===== src/rtl/input_pkg.sv =====
// -----------------------------------------------------------------------------
// input_pkg
// Shared definitions for the push-button input stage: button bit positions,
// button count, the per-button vector type and the auto-repeat counter width.
// Bit order: 0 left, 1 right, 2 up, 3 down, 4 chop, 5 carry.
// -----------------------------------------------------------------------------
package input_pkg;

    localparam int NUM_BTN   = 6;

    localparam int BTN_LEFT  = 0;
    localparam int BTN_RIGHT = 1;
    localparam int BTN_UP    = 2;
    localparam int BTN_DOWN  = 3;
    localparam int BTN_CHOP  = 4;
    localparam int BTN_CARRY = 5;

    // Width of the per-button hold counter (frames held).
    localparam int HOLD_W    = 6;

    typedef logic [NUM_BTN-1:0] btn_vec_t;

endpackage


===== src/rtl/btn_debounce.sv =====
// -----------------------------------------------------------------------------
// btn_debounce
// One-bit synchroniser plus debouncer. The raw input passes a 2-FF
// synchroniser; the stable level only changes after the synchronised value has
// differed from it for DEBOUNCE_CYC consecutive clocks.
//
// Ports:
//   clock  in   system clock
//   reset  in   synchronous, active-high
//   raw    in   asynchronous raw button, active-high
//   level  out  debounced level (latency raw edge -> level: 2 + DEBOUNCE_CYC)
// -----------------------------------------------------------------------------
module btn_debounce #(
    parameter int DEBOUNCE_CYC = 1_000_000
) (
    input  logic clock,
    input  logic reset,
    input  logic raw,
    output logic level
);

    localparam int CNT_W = (DEBOUNCE_CYC > 1) ? $clog2(DEBOUNCE_CYC) : 1;

    logic             sync_1;
    logic             sync_2;
    logic [CNT_W-1:0] cnt;

    // NOTE: state registers use non-blocking assignments so every flop samples
    // the pre-edge values; blocking here would collapse the synchroniser chain.
    always_ff @(posedge clock) begin
        if (reset) begin
            sync_1 <= 1'b0;
            sync_2 <= 1'b0;
            cnt    <= '0;
            level  <= 1'b0;
        end else begin
            sync_1 <= raw;
            sync_2 <= sync_1;
            if (sync_2 == level) begin
                // Any return to the stable value restarts the qualification.
                cnt <= '0;
            end else if (cnt == CNT_W'(DEBOUNCE_CYC - 1)) begin
                level <= sync_2;
                cnt   <= '0;
            end else begin
                cnt <= cnt + CNT_W'(1);
            end
        end
    end

endmodule


===== src/rtl/button_conditioner.sv =====
// -----------------------------------------------------------------------------
// button_conditioner
// Input stage for game_logic. Synchronises and debounces the raw push-buttons,
// detects the vsync falling edge and, once per frame, latches frame-stable
// button levels plus one-frame press pulses (rising edge or auto-repeat).
//
// Ports:
//   clock        in   system clock
//   reset        in   synchronous, active-high
//   btn_raw      in   [NUM_BTN] asynchronous raw buttons, active-high
//   vsync_in     in   asynchronous vsync from the video timing
//   btn_level    out  [NUM_BTN] debounced levels, clock domain
//   frame_tick   out  1-cycle pulse, registered vsync falling edge
//   frame_btn    out  [NUM_BTN] masked levels latched at frame_tick
//   frame_press  out  [NUM_BTN] rising edge vs previous frame or auto-repeat
// -----------------------------------------------------------------------------
module button_conditioner
    import input_pkg::*;
#(
    parameter int                 DEBOUNCE_CYC = 1_000_000,
    parameter int                 REPEAT_DELAY = 20,
    parameter int                 REPEAT_RATE  = 6,
    parameter logic [NUM_BTN-1:0] REPEAT_MASK  = 6'b001100
) (
    input  logic               clock,
    input  logic               reset,
    input  logic [NUM_BTN-1:0] btn_raw,
    input  logic               vsync_in,
    output logic [NUM_BTN-1:0] btn_level,
    output logic               frame_tick,
    output logic [NUM_BTN-1:0] frame_btn,
    output logic [NUM_BTN-1:0] frame_press
);

    // ---------------------------------------------------------------- debounce
    for (genvar g = 0; g < NUM_BTN; g++) begin : g_btn
        btn_debounce #(
            .DEBOUNCE_CYC (DEBOUNCE_CYC)
        ) u_debounce (
            .clock (clock),
            .reset (reset),
            .raw   (btn_raw[g]),
            .level (btn_level[g])
        );
    end

    // ------------------------------------------------------ vsync edge detect
    logic vs_sync_1;
    logic vs_sync_2;
    logic vs_d;

    always_ff @(posedge clock) begin
        if (reset) begin
            vs_sync_1  <= 1'b0;
            vs_sync_2  <= 1'b0;
            vs_d       <= 1'b0;
            frame_tick <= 1'b0;
        end else begin
            vs_sync_1  <= vsync_in;
            vs_sync_2  <= vs_sync_1;
            vs_d       <= vs_sync_2;
            frame_tick <= vs_d & ~vs_sync_2;
        end
    end

    // ------------------------------------------------ frame sampling / repeat
    btn_vec_t          lvl;
    btn_vec_t          prev_lvl;
    btn_vec_t          press_edge;
    btn_vec_t          repeat_pulse;
    logic [HOLD_W-1:0] hold_cnt  [NUM_BTN];
    logic [HOLD_W-1:0] hold_next [NUM_BTN];

    // Opposing directions cancel; chop and carry together pass through (pause).
    // NOTE: every always_comb output gets a default before any branch so no
    // path leaves it unassigned, which would otherwise infer a latch.
    always_comb begin
        lvl = btn_level;
        if (btn_level[BTN_LEFT] && btn_level[BTN_RIGHT]) begin
            lvl[BTN_LEFT]  = 1'b0;
            lvl[BTN_RIGHT] = 1'b0;
        end
        if (btn_level[BTN_UP] && btn_level[BTN_DOWN]) begin
            lvl[BTN_UP]   = 1'b0;
            lvl[BTN_DOWN] = 1'b0;
        end
    end

    assign press_edge = lvl & ~prev_lvl;

    // hold_cnt counts frames the masked level has been high. A repeat fires
    // when it reaches REPEAT_DELAY; the reload value already includes this
    // frame's increment so the next repeat lands exactly REPEAT_RATE frames on.
    always_comb begin
        repeat_pulse = '0;
        for (int i = 0; i < NUM_BTN; i++) begin
            hold_next[i] = hold_cnt[i];
            if (!lvl[i]) begin
                hold_next[i] = '0;
            end else if (REPEAT_MASK[i] && (hold_cnt[i] == HOLD_W'(REPEAT_DELAY))) begin
                repeat_pulse[i] = 1'b1;
                hold_next[i]    = HOLD_W'(REPEAT_DELAY - REPEAT_RATE + 1);
            end else if (hold_cnt[i] != '1) begin
                hold_next[i] = hold_cnt[i] + HOLD_W'(1);
            end
        end
    end

    // NOTE: the small hold-counter array is reset along with everything else so
    // no partial-frame repeat state survives a mid-frame reset.
    always_ff @(posedge clock) begin
        if (reset) begin
            frame_btn   <= '0;
            frame_press <= '0;
            prev_lvl    <= '0;
            hold_cnt    <= '{default: '0};
        end else if (frame_tick) begin
            frame_btn   <= lvl;
            frame_press <= press_edge | repeat_pulse;
            prev_lvl    <= lvl;
            hold_cnt    <= hold_next;
        end
    end

endmodule

===== config.mk =====
export PLATFORM = sky130hd
export DESIGN_NAME = button_conditioner
export DESIGN_NICKNAME = d
export VERILOG_FILES = /design/src/rtl/input_pkg.sv /design/src/rtl/btn_debounce.sv /design/src/rtl/button_conditioner.sv
export SDC_FILE = /design/constraint.sdc
export NUM_CORES = 1
export LEC_CHECK = 0
export CORE_ASPECT_RATIO = 0.5
export CORE_MARGIN = 2
export CORE_UTILIZATION = 30
export CTS_CLUSTER_DIAMETER = 30
export CTS_CLUSTER_SIZE = 30
export DETAILED_ROUTE_END_ITERATION = 10
export PLACE_DENSITY = 0.51
export SLEW_MARGIN = 20
export SYNTH_ARGS = -nofsm -noshare
export SYNTH_HDL_FRONTEND = slang
export SYNTH_SLANG_ARGS = --single-unit

===== constraint.sdc =====
create_clock -name clock -period 2.7 [get_ports clock]
set_input_delay 0.54 -clock clock [delete_from_list [all_inputs] [get_ports clock]]
set_output_delay 0.54 -clock clock [all_outputs]
set_load 0.02 [all_outputs]

==> impl_metrics.tcl <==
set metrics [dict create \
    status "finished, final reports clean" \
    rsz0062_at_grt "false" \
    start_util_pct 30.9 \
    ctsLongestPathBuffers 2 \
    finalCritPeriodShare_pct 82.2 \
    coreArea_mm2 0.0243 \
    fp.dieH_um 116 \
    post_drt_wl_per_cell_um 12.0 \
    wirelength_um 14700 \
    syn_area_mm2 0.00750 \
    slew_headroom_pct 45.2 \
    cts_root_buf "clkbuf_16" \
    grt_pass1_wl_um 25500 \
    worstHoldStart "vs_sync_2" \
    dp_hpwl_um 9990 \
    critical_path_buf_inv_count 1 \
    clk_latency_ps 430 \
    yosysWarnings 0 \
    cts-buffers-inserted 17 \
    ant_nets 0 \
    die_w_um 228 \
    hold_class "flop to flop" \
    grt_pass1_vias 5494 \
    finalPower_mw 4.80 \
    path_delay_family "buffers and inverters" \
    cp-start-kind "flop" \
    vias_per_cell 4.79 \
    max-cap-violations 0 \
    grt_max_degree 34 \
    area_growth_pct 14.9 \
    hold_buffers 0 \
    synth_nets 872 \
    die_area_mm2 0.0264 \
    worst_pin_slew_ps 812 \
    worst_setup_path_end_kind "primary output" \
    cts_tree "built" \
    ff2ff_setup_slack_ps 560 \
    drc_errors 0 \
    min_to "frame_tick" \
    setup_viol 0 \
    whs_ps 426 \
    clkTransAtPathRegs_ps 70 \
    cts_htree_levels 4 \
    dr.pass1.iters 4 \
    max_stage_delay_ps 680 \
    rows 40 \
    synth_edf_count 0 \
    p_sw_mw 1.07 \
    holdPathStages 1 \
    vdd_ir_drop_max_mv 0.341 \
    worstPathMaxFanout 10 \
    final_cells 1223 \
    async_flop_share_pct 0 \
    worst_path_max_delay_cell "clkdlybuf4s50_1" \
    r2r-end "g_btn[0].u_debounce.cnt[8]" \
    nFillCells 2456 \
    synthDistinctLibCells 57 \
    finalMaxSlewViolations 0 \
    syn_avg_cell_area_um2 8.79 \
    synth_top_area_share_pct 44.3 \
    routabilityCongestion 0.789 \
    gr-usage-all-layers_pct 11.9 \
    synth_area_leader_cell "dfxtp_1" \
    hold_violations 0 \
    pwr-share-seq_pct 51.5 \
    cts_resized 0 \
    drive_above_1_share_pct 8.34 \
    internal-power_mw 3.73 \
    cts_setup_buffers 0 \
    period_minus_slack_ps 2220 \
    multiInputGateArea_mm2 0.00385 \
    dp_cells 1191 \
    netlist_instances 853 \
    synth_seq_cells 166 \
    power_frac_comb_pct 1.5 \
    r2r-start "g_btn[0].u_debounce.cnt[11]" \
    cp.arrival_ps 1680 \
    fin_tns_setup_ps 0 \
    swShare_pct 22.3 \
    ys_seq_area_share_pct 44.3 \
    fin_worst_skew_ps 8.61 \
    critPathRequiredTime_ps 2160 \
    antenna_found_initial 0 \
    portBuffers 27 \
    crit_path_cell_trace "clkdlybuf4s50_1" \
    fmax_ghz 0.450 \
    synthTopCellsByArea "dfxtp_1 44%, xnor2_1 5.0%, nor2_1 4.7%, xor2_1 4.1%, a21oi_1 3.7%" \
    rr_worst_depth 4 \
    gr-total-overflow 0 \
    nNetsFinal 893 \
    clkSinkCount 166 \
    crit_type "flop to primary output" \
    p_per_area_mw_per_mm2 557 \
    ff_latch_area_mm2 0.00332 \
    antenna_cells 0 \
    drt_iter0_markers 291 \
    power.leakage_nw 2.45 \
    clkPwrFrac_pct 47.1 \
    ys.flop_type "dfxtp_1" \
    boundaryPins 28 \
    vias 5864 \
]
## sequential cells by signal, indices dropped and copies added, names as in the netlist
name,cells
vs_d,1
frame_press,6
g_btn.u_debounce.sync_2,6
g_btn.u_debounce.sync_1,6
g_btn.u_debounce.level,6
vs_sync_2,1
vs_sync_1,1
hold_cnt,12
g_btn.u_debounce.cnt,120
frame_tick,1
prev_lvl,6
## stage by stage
step                      util (%)  cell area, um2  worst slack, ps
after floorplan                  -            7500              734
after global placement        33.2            8060              599
after detailed placement      33.2            8060              572
after CTS                     35.5            8610              455
after global routing          35.5            8610              426
final                         35.5            8610              480
## how the worst max path moves through the flow
stage / start / endpoint / slack, ps / cells past startpoint
global route: g_btn[2].u_debounce.level / btn_level[2] / 430 / 1
detailed placement: g_btn[0].u_debounce.cnt[11] / g_btn[0].u_debounce.cnt[8] / 570 / 4
finish: g_btn[2].u_debounce.level / btn_level[2] / 480 / 1
floorplan: g_btn[5].u_debounce.cnt[12] / g_btn[5].u_debounce.cnt[11] / 730 / 5
CTS: g_btn[2].u_debounce.level / btn_level[2] / 460 / 1
global placement: g_btn[0].u_debounce.cnt[11] / g_btn[0].u_debounce.cnt[6] / 600 / 4
## per-layer routing
metal	wire (um)	share of wire, %	global-route usage [%]
met1	7430	51	14.8
met2	6730	46	20.1
met3	342	2.3	2.81
met4	192	1.3	4.75
met5	0	0	0
## cell usage after synthesis (all sizes together) (3+ instances only)
cell type    n
dfxtp      166
clkbuf      18
nor3        16
or4b        11
o21a         3
or3         25
ha          10
nand4       26
nor2b       17
nand3b       6
a21oi       56
nor4        13
nand2       44
mux2i        4
nand3       52
nor4b        3
or4         23
nand4b       3
or2          5
nor2       104
o21ba        3
o31ai       16
or3b         3
nand2b      14
a211oi       4
and4         7
a31oi        3
buf         16
inv         35
xor2        35
o21ai       36
and2         5
xnor2       43
and3         9
nor3b        5
## power groups by stage
stage | Combinational [mW] | Sequential [mW] | Clock [mW]
after global placement | 0.0714 | 2.52 | 0
after CTS | 0.0724 | 2.47 | 2.33
after floorplan | 0.0471 | 2.52 | 0
after global routing | 0.0791 | 2.47 | 2.46
after detailed placement | 0.0721 | 2.52 | 0
final | 0.0703 | 2.47 | 2.26
## cell usage in the layout, fill, tap and decap left out, types with 4 or more instances in the layout
master / count
dfxtp_1: 166
nor2_1: 94
a21oi_1: 56
nand3_1: 49
nand2_1: 44
xnor2_1: 43
inv_1: 35
xor2_1: 35
o21ai_0: 32
nand4_1: 26
clkdlybuf4s50_1: 26
or3_1: 25
or4_1: 20
nor2b_1: 17
clkbuf_16: 17
o31ai_1: 16
nor3_1: 16
nand2b_1: 14
nor4_1: 13
nor2_2: 10
ha_1: 10
and3_1: 9
or4b_1: 9
buf_4: 9
and4_1: 6
nand3b_1: 6
and2_1: 5
nor3b_1: 5
or2_2: 5
clkinvlp_4: 5
a211oi_1: 4
mux2i_1: 4
## cells by family after synthesis
family                     synth area share, %
buffers and inverters                     4.31
and+or+nand+nor                           29.3
DFF                                       44.3
muxes                                    0.534
adders and majority gates                 1.67
AOI/OAI and AO/OA                         10.7
xor gates and xnor gates                  9.11
## layout make-up
type | count | share of cell area, %
clock inverters | 12 | 1.10
inverters | 35 | 1.53
repair buffers | 36 | 3.86
multi-input cells | 618 | 44.7
flip-flops and latches | 166 | 38.6
clock buffers | 20 | 5.30
well taps | 336 | 4.88
No activity file was read; power rests on OpenSTA's default activity.
